## src/rtl/axis_cfg_sequencer.sv

```systemverilog
// Descriptor-to-cfg-bus sequencer: turns each accepted (dir, addr, len) descriptor
// into ADDR, LEN and GO register writes, then holds off for a programmable gap.
module axis_cfg_sequencer #(
    parameter int CONFIG_AWIDTH = 5,
    parameter int CONFIG_DWIDTH = 32,
    parameter int CONFIG_ID_WR  = 1,
    parameter int CONFIG_ID_RD  = 2,
    parameter int CONFIG_ADDR   = 23,
    parameter int CONFIG_DATA   = 24,
    parameter int GAP_CYCLES    = 2,
    parameter int CNT_WIDTH     = 16
) (
    input  logic                     clk,
    input  logic                     rst,
    input  logic                     desc_valid,
    input  logic                     desc_dir,
    input  logic [CONFIG_DWIDTH-1:0] desc_addr,
    input  logic [CONFIG_DWIDTH-1:0] desc_len,
    output logic                     desc_ready,
    output logic [CONFIG_AWIDTH-1:0] cfg_addr,
    output logic [CONFIG_DWIDTH-1:0] cfg_data,
    output logic                     cfg_valid,
    output logic                     busy,
    output logic [CNT_WIDTH-1:0]     wr_issued,
    output logic [CNT_WIDTH-1:0]     rd_issued,
    output logic                     err_zero_len
);

    typedef enum logic [2:0] {
        ST_IDLE = 3'd0,
        ST_ADDR = 3'd1,
        ST_LEN  = 3'd2,
        ST_GO   = 3'd3,
        ST_GAP  = 3'd4
    } state_t;

    localparam int GAP_W      = (GAP_CYCLES > 1) ? $clog2(GAP_CYCLES) : 1;
    localparam int GAP_LOAD_I = (GAP_CYCLES > 0) ? (GAP_CYCLES - 1) : 0;

    localparam logic [GAP_W-1:0]         GAP_LOAD  = GAP_LOAD_I[GAP_W-1:0];
    localparam logic [GAP_W-1:0]         GAP_ONE   = GAP_W'(1'b1);
    localparam logic [GAP_W-1:0]         GAP_ZERO  = {GAP_W{1'b0}};
    localparam logic [CNT_WIDTH-1:0]     CNT_ONE   = CNT_WIDTH'(1'b1);
    localparam logic [CNT_WIDTH-1:0]     CNT_ZERO  = {CNT_WIDTH{1'b0}};
    localparam logic [CONFIG_DWIDTH-1:0] DATA_ZERO = {CONFIG_DWIDTH{1'b0}};
    localparam logic [CONFIG_DWIDTH-1:0] DATA_ONE  = CONFIG_DWIDTH'(1'b1);
    localparam logic [CONFIG_AWIDTH-1:0] AD_ZERO   = {CONFIG_AWIDTH{1'b0}};
    localparam logic [CONFIG_AWIDTH-1:0] AD_ADDR   = CONFIG_AWIDTH'(CONFIG_ADDR);
    localparam logic [CONFIG_AWIDTH-1:0] AD_DATA   = CONFIG_AWIDTH'(CONFIG_DATA);
    localparam logic [CONFIG_AWIDTH-1:0] AD_ID_WR  = CONFIG_AWIDTH'(CONFIG_ID_WR);
    localparam logic [CONFIG_AWIDTH-1:0] AD_ID_RD  = CONFIG_AWIDTH'(CONFIG_ID_RD);

    state_t                     state_r;
    logic                       dir_r;
    logic [CONFIG_DWIDTH-1:0]   len_r;
    logic [GAP_W-1:0]           gap_cnt_r;
    logic                       desc_ready_r;
    logic [CONFIG_AWIDTH-1:0]   cfg_addr_r;
    logic [CONFIG_DWIDTH-1:0]   cfg_data_r;
    logic                       cfg_valid_r;
    logic                       busy_r;
    logic [CNT_WIDTH-1:0]       wr_issued_r;
    logic [CNT_WIDTH-1:0]       rd_issued_r;
    logic                       err_zero_len_r;

    // Sequencer FSM; every output register is loaded with the value of the state being entered.
    always_ff @(posedge clk or negedge rst) begin
        if (!rst) begin
            state_r        <= ST_IDLE;
            dir_r          <= 1'b0;
            len_r          <= DATA_ZERO;
            gap_cnt_r      <= GAP_ZERO;
            desc_ready_r   <= 1'b0;
            cfg_addr_r     <= AD_ZERO;
            cfg_data_r     <= DATA_ZERO;
            cfg_valid_r    <= 1'b0;
            busy_r         <= 1'b0;
            wr_issued_r    <= CNT_ZERO;
            rd_issued_r    <= CNT_ZERO;
            err_zero_len_r <= 1'b0;
        end else begin
            case (state_r)
                ST_IDLE: begin
                    if (desc_valid && desc_ready_r) begin
                        if (desc_len != DATA_ZERO) begin
                            state_r      <= ST_ADDR;
                            dir_r        <= desc_dir;
                            len_r        <= desc_len;
                            desc_ready_r <= 1'b0;
                            busy_r       <= 1'b1;
                            cfg_valid_r  <= 1'b1;
                            cfg_addr_r   <= AD_ADDR;
                            cfg_data_r   <= desc_addr;
                        end else begin
                            // Zero-length work is dropped without touching the engine.
                            err_zero_len_r <= 1'b1;
                            desc_ready_r   <= 1'b1;
                        end
                    end else begin
                        desc_ready_r <= 1'b1;
                    end
                end
                ST_ADDR: begin
                    state_r    <= ST_LEN;
                    cfg_addr_r <= AD_DATA;
                    cfg_data_r <= len_r;
                end
                ST_LEN: begin
                    state_r    <= ST_GO;
                    cfg_data_r <= DATA_ONE;
                    if (dir_r) begin
                        cfg_addr_r  <= AD_ID_WR;
                        wr_issued_r <= wr_issued_r + CNT_ONE;
                    end else begin
                        cfg_addr_r  <= AD_ID_RD;
                        rd_issued_r <= rd_issued_r + CNT_ONE;
                    end
                end
                ST_GO: begin
                    cfg_valid_r <= 1'b0;
                    if (GAP_CYCLES > 0) begin
                        state_r   <= ST_GAP;
                        gap_cnt_r <= GAP_LOAD;
                    end else begin
                        state_r      <= ST_IDLE;
                        busy_r       <= 1'b0;
                        desc_ready_r <= 1'b1;
                    end
                end
                ST_GAP: begin
                    if (gap_cnt_r == GAP_ZERO) begin
                        state_r      <= ST_IDLE;
                        busy_r       <= 1'b0;
                        desc_ready_r <= 1'b1;
                    end else begin
                        gap_cnt_r <= gap_cnt_r - GAP_ONE;
                    end
                end
                default: begin
                    state_r      <= ST_IDLE;
                    cfg_valid_r  <= 1'b0;
                    busy_r       <= 1'b0;
                    desc_ready_r <= 1'b0;
                end
            endcase
        end
    end

    assign desc_ready   = desc_ready_r;
    assign cfg_addr     = cfg_addr_r;
    assign cfg_data     = cfg_data_r;
    assign cfg_valid    = cfg_valid_r;
    assign busy         = busy_r;
    assign wr_issued    = wr_issued_r;
    assign rd_issued    = rd_issued_r;
    assign err_zero_len = err_zero_len_r;

endmodule

```

## config.mk

```make
export PLATFORM = sky130hd
export DESIGN_NAME = axis_cfg_sequencer
export DESIGN_NICKNAME = d
export VERILOG_FILES = /design/src/rtl/axis_cfg_sequencer.sv
export SDC_FILE = /design/constraint.sdc
export NUM_CORES = 1
export LEC_CHECK = 0
export BUFFER_PORTS_ARGS = -buffer_cell sky130_fd_sc_hd__buf_4
export CORE_ASPECT_RATIO = 1.4
export CORE_MARGIN = 8
export CORE_UTILIZATION = 29
export CTS_CLUSTER_DIAMETER = 100
export DETAILED_ROUTE_END_ITERATION = 7
export PLACE_DENSITY = 0.56
export REMOVE_ABC_BUFFERS = 1
export SLEW_MARGIN = 40
export SYNTH_ARGS = -nofsm -noshare
export SYNTH_HDL_FRONTEND = slang
export SYNTH_SLANG_ARGS = --single-unit
```

## constraint.sdc

```tcl
create_clock -name clk -period 2.05 [get_ports clk]
set_input_delay 0.1025 -clock clk [delete_from_list [all_inputs] [get_ports clk]]
set_output_delay 0.1025 -clock clk [all_outputs]
set_load 0.005 [all_outputs]
```

---- Word level (Yosys, flattened, before mapping) ----
Index checks and enable logic that the tools add are counted.
W data, S select, Z words.
operators by class
  $add $sub $neg .......................... 3
  multiply operators ...................... 0
  divide/modulo/power cells ............... 0
  $lt $le $gt $ge ......................... 0
  eq/ne operators ......................... 7
  shift operators ......................... 0
  muxes and demuxes ....................... 22
  bitwise logic cells ..................... 4
  reduce and logical (&&, ||, !) cells .... 16
operator list
  kind                     number
  $pmux W32 S3             1
  $mux W32                 2
  $add A16 B1 Y16 const B  2
  $reduce_bool A32 Y1      1
  $pmux W3 S5              1
  $pmux W5 S3              1
  $reduce_and A3 Y1        5
  $mux W5                  2
  $mux W3                  3
  $mux W1                  7
  $eq A3 B2 Y1 const B     2
  $ne A2 B2 Y1 const B     3
  $pmux W1 S3              2
  $reduce_and A2 Y1        3
  $reduce_or A3 Y1         2
  $not A1 Y1               4
  $pmux W1 S2              2
  $reduce_and A4 Y1        1
  $eq A3 B1 Y1 const B     1
  $eq A3 B3 Y1 const B     1
  $logic_not A3 Y1         1
  $reduce_bool A3 Y1       1
  $mux W2                  1
  $reduce_bool A2 Y1       1
  2 further kinds          2
storage, ports and cells
  bits in registers ....................... 110
  bits in latches ......................... 0
  memory bits (writable) .................. 0
  bits in read-only memories .............. 0
  word-level logic and storage cells ...... 64
  memories kept ........................... 0

---- Longest topological paths before layout ----
  depth in word-level cells ............... 4
  gate-level depth with buffers ........... 7
  depth with buffers taken out ............ 5

---- Worst setup path before layout ----
Ideal clock, no wire load.
  kind .................................... register -> register
  start point ............................. reg state_r[0]
  end point ............................... reg rd_issued_r[13] (netlist: rd_issued[13])
  library setup time ...................... 123 ps
  data arrival time ....................... 1665 ps
  required time ........................... 1927 ps
  slack ................................... 262 ps
  cell stages (with the launch flop) ...... 6
  buffers on the path ..................... 1
  period minus slack after synthesis ...... 1788 ps
  cells stage by stage .................... dfrtp_1 buf_2 or4b_4 nor4_4 nand3_1 xnor2_1
on the way
  word-level cells in the longest chain between the ends .. 2
RTL lines
  element                      RTL line  text
  start: declaration           53        state_t state_r;
  start signal: assignment     69        state_r <= ST_IDLE;
  start signal: assignment     86        state_r <= ST_ADDR;
  start signal: assignment     104       state_r <= ST_LEN;
  $eq A3 B2 Y1                 82        case (state_r)
  $reduce_and A2 Y1 (no line)  -
  end signal: assignment       116       rd_issued_r <= rd_issued_r + CNT_ONE;
  end: declaration             63        logic [CNT_WIDTH-1:0] rd_issued_r;
No other way between the ends.
A chain may end at the register's enable or synchronous reset.

---- Worst setup path after layout ----
  start point ............................. in desc_len[16]
  end point ............................... reg len_r[8]
on the way
  word-level cells in the longest chain between the ends .. 2
RTL lines
  element                      RTL line  text
  start: declaration           18        input logic [CONFIG_DWIDTH-1:0] desc_len,
  $reduce_bool A32 Y1          85        if (desc_len != DATA_ZERO) begin
  $reduce_and A3 Y1 (no line)  -
  end signal: assignment       88        len_r <= desc_len;
  end: declaration             55        logic [CONFIG_DWIDTH-1:0] len_r;
No other way between the ends.

==> results summary <==
The number of remaining DRC errors came out at 0. The library cell used most frequently in the layout, excluding fill and tap cells, is buf_4. The total area inside the core boundary comes to between 0.015 and 0.02 sq mm. The data required time of the worst path came out at 2.30 ns.

The top cell types in the final layout, fill and taps aside, are buf_4 (161), dfrtp_1 (107), nand2_1 (90). Traced cell by cell, the critical path runs through dlygate4sd3_1 > buf_4 > nor4_2 > buf_4 > nand4_1 > buf_4 > o21ai_4 > buf_12 > mux2_2. The count of yosys warnings during synthesis is 0. The tightest min-delay check is of the primary input to register type. The die extent in x is 134 um.

The number of buffers on the longest clock path is 2. The sum of overflow across all layers after global routing is 0. The count of buffers added on input and output ports is 140. The die covers 0.0242 sq mm.

The aggregate routed wire length came out at 17800 um. The initial standard-cell utilization of the core is between 20 and 30%. The maximum number of pins on one net before global-route repair came out at 38. The setup slack at placement is 0.00115 ns. The worst path uses 96.0% of the clock period. The flow ran to the end, and the final reports show no timing, DRC or antenna violations. The peak ir drop on the vdd network is 0.586 mV. Among all stages on the critical path, the largest delay is contributed by dlygate4sd3_1. The number of synthesized flops with an enable pin came out at 0.

Ranked by total cell area, the synthesized netlist is headed by dfrtp_1 (49%), o211ai_1 (8.3%), mux2_2 (6.4%). The clock buffer count from CTS is 9. The share of flip-flops with an asynchronous set or reset is between 90% and 100%. On the final layout, the worst clock skew is 0.00763 ns. Max-cap violations in this run came to 0. The number of standard cells after synthesis came out at 555. The via count of the first global-routing pass came out at 5401. The number of I/O pins came out at 141. The overall global routing resource usage came out at 15.0%. The number of antenna violations at the first check in global routing is 0. The layout filler cell count came out at 1959. The number of diodes is 0.

The cell leakage power came out at between 3 and 4 nW. The worst slew margin relative to its limit came out at 47.7%. The critical path is of the primary input to register type.

The ratio of routed vias to standard cells came out at ~5.1. CTS placed an instance of clkbuf_16 at the clock tree root. The upper clock frequency limit came out at between 0.5 and 0.6 GHz. The final number of setup-violating endpoints came out at 0. The portion of synthesized cell area occupied by the leading cell type came out at 48.9%. Clock tree synthesis found a total of 110 sinks. The most used flip-flop cell after synthesis is dfrtp_1. By instance count, the cell type seen most on the critical path is buf_4. The clock insertion delay at the later pin of the skew report came out at 0.36 ns. The wire length of the first global-routing pass came out at 29100 um. The synthesized design contains 110 register bits. The number of H-tree levels is 3. The mean post-synth cell area is 10.1 sq um. The sequential fraction of the synthesis area is 48.9%. At the end of routability-driven placement, the weighted congestion stood at between 0.7 and 0.8. Summed over all nets, the half-perimeter wirelength after detailed placement is 12400 um. The net total in the final layout came out at 794. The number of library cell types mapped by synthesis is between 40 and 50.

The delay of the slowest cell on the worst path came out at 0.54 ns. The final-report max-slew violation count is 0. The remaining number of nets flagged by the antenna check after routing is 0. The post-CTS clock slew at the launch and capture registers of the worst setup and hold paths came out at ~0.08 ns. The worst hold slack came out at 0.0126 ns. In the final layout, the share of cells above drive strength 1 is 31.7%. The largest fanout of any net on the critical path is 28. The height of the chip is 181 um.

STA classifies the critical path startpoint as a primary input. The total power per unit cell area is 1280 mW/mm^2. For this block, the initial DRC count from the detailed router was 210. The arrival time of the worst setup path is between 2 and 2.5 ns. The worst setup path is captured at a register.

The post-route minimum period came out at 1.97 ns. The average routed wire per standard cell came out at between 15 and 20 um. For the pin with the worst max-slew slack, the measured transition is 0.785 ns.

Of all cell types, the one taking the most synthesized area is dfrtp_1. The post-synthesis instance area came out at 0.00563 sq mm. The floorplan has 60 rows. The first detailed-routing pass took 5 iterations. The overall via count from detail_route is 5008. The final worst slack came out at ~0.081 ns. The layout overhead on the synthesized area came out at 36.4%.

TritonCTS built the clock tree. The final hold violation count came out at 0.
synthesized netlist by cell type, types with 7 or more instances:
master and number:
clkbuf_1 27, mux2_2 32, nand3_1 7, nor4_1 10
buf_2 10, a22oi_1 33, nor2_1 15, o211ai_1 62
dfrtp_1 110, nand4_1 10, nand2b_1 29, xnor2_1 26
nand2_1 90, o21ai_0 33
critical path, delay by kind of cell:
kind                   cells  cell delay, ns
multiplexers               1            0.36
AO/OA/AOI/OAI              1            0.18
AND/OR/NAND/NOR            2            0.33
buffers and inverters      5            1.24
per-layer routing:
| layer | global-route usage (%) | vias up | part of all wire [%] |
|---|---|---|---|
| met4 | 5.59 | 0 | 1.5 |
| li1 | - | 2343 | - |
| met1 | 17.5 | 2495 | 41 |
| met2 | 26.1 | 153 | 51 |
| met3 | 3.19 | 17 | 6.0 |
| met5 | 0 | - | 0 |
timing repair:
item / 4_1_cts / 5_1_grt
setup endpoints to repair: 0 / 68
endpoints found under the hold margin: 67 / 0
buffers inserted: 0 / 2
resized for setup: 0 / 4
hold buffers: 35 / 0
where the power goes:
group | total (mW) | internal (mW) | switching [mW]
logic | 4.36 | 2.13 | 2.23
registers | 3.73 | 2.97 | 0.762
clock network | 1.74 | 0.844 | 0.892
metrics by stage:
stage | util [%] | total power, mW | cells | area, sq um | TNS (ns)
5_1_grt | 40.1 | 10.6 | 977 | 7680 | -0.0257
3_3_place_gp | 36.6 | 7.97 | 924 | 7010 | 0
2_1_floorplan | - | 6.16 | 514 | 5440 | -60.23
3_5_place_dp | 36.6 | 8.13 | 924 | 7010 | 0
6_report | 40.1 | 9.83 | 977 | 7680 | 0
4_1_cts | 39.9 | 9.95 | 975 | 7640 | 0
logic make-up (layout without fill, tap and decap cells):
kind of cell,Yosys count,count (layout),synth area share [%]
AO/OA/AOI/OAI,148,148,18.4
AND/OR/NAND/NOR,184,184,17.1
multiplexers,33,33,6.60
XOR/XNOR,31,31,4.82
flip-flops,110,110,48.9
buffers and inverters,47,221,3.76
adder cells (fa/ha/maj),2,2,0.444
state kept, by name (all words and copies together) (netlist names):
register      count
gap_cnt_r         1
err_zero_len      1
wr_issued        16
busy              1
cfg_valid         1
rd_issued        16
cfg_data         32
len_r            32
dir_r             1
desc_ready        1
state_r           3
cfg_addr          5
final cells by class:
| cell class | instances | area (sq um) | area share (%) |
|---|---|---|---|
| timing repair buffer | 199 | 1620 | 21.1 |
| tap | 248 | 310 | 4.04 |
| clock buffer | 9 | 225 | 2.93 |
| multi-input combinational | 398 | 2690 | 35.0 |
| inverter | 6 | 22.5 | 0.293 |
| sequential | 110 | 2760 | 35.9 |
| clock inverter | 7 | 58.8 | 0.766 |
worst paths after layout:
path	slack, ns	cells past startpoint	from	endpoint
setup / recovery	0.08	9	desc_len[16]	len_r[8]
max in group asynchronous	1.11	3	rst	len_r[11]
hold / removal	0.01	3	desc_addr[27]	cfg_data[27]
setup reg to reg	0.16	5	state_r[2]	cfg_data[6]
hold reg to reg	0.47	1	err_zero_len	err_zero_len
min in group asynchronous	0.24	2	rst	rd_issued[4]
No activity file was read; power rests on OpenSTA's default activity.
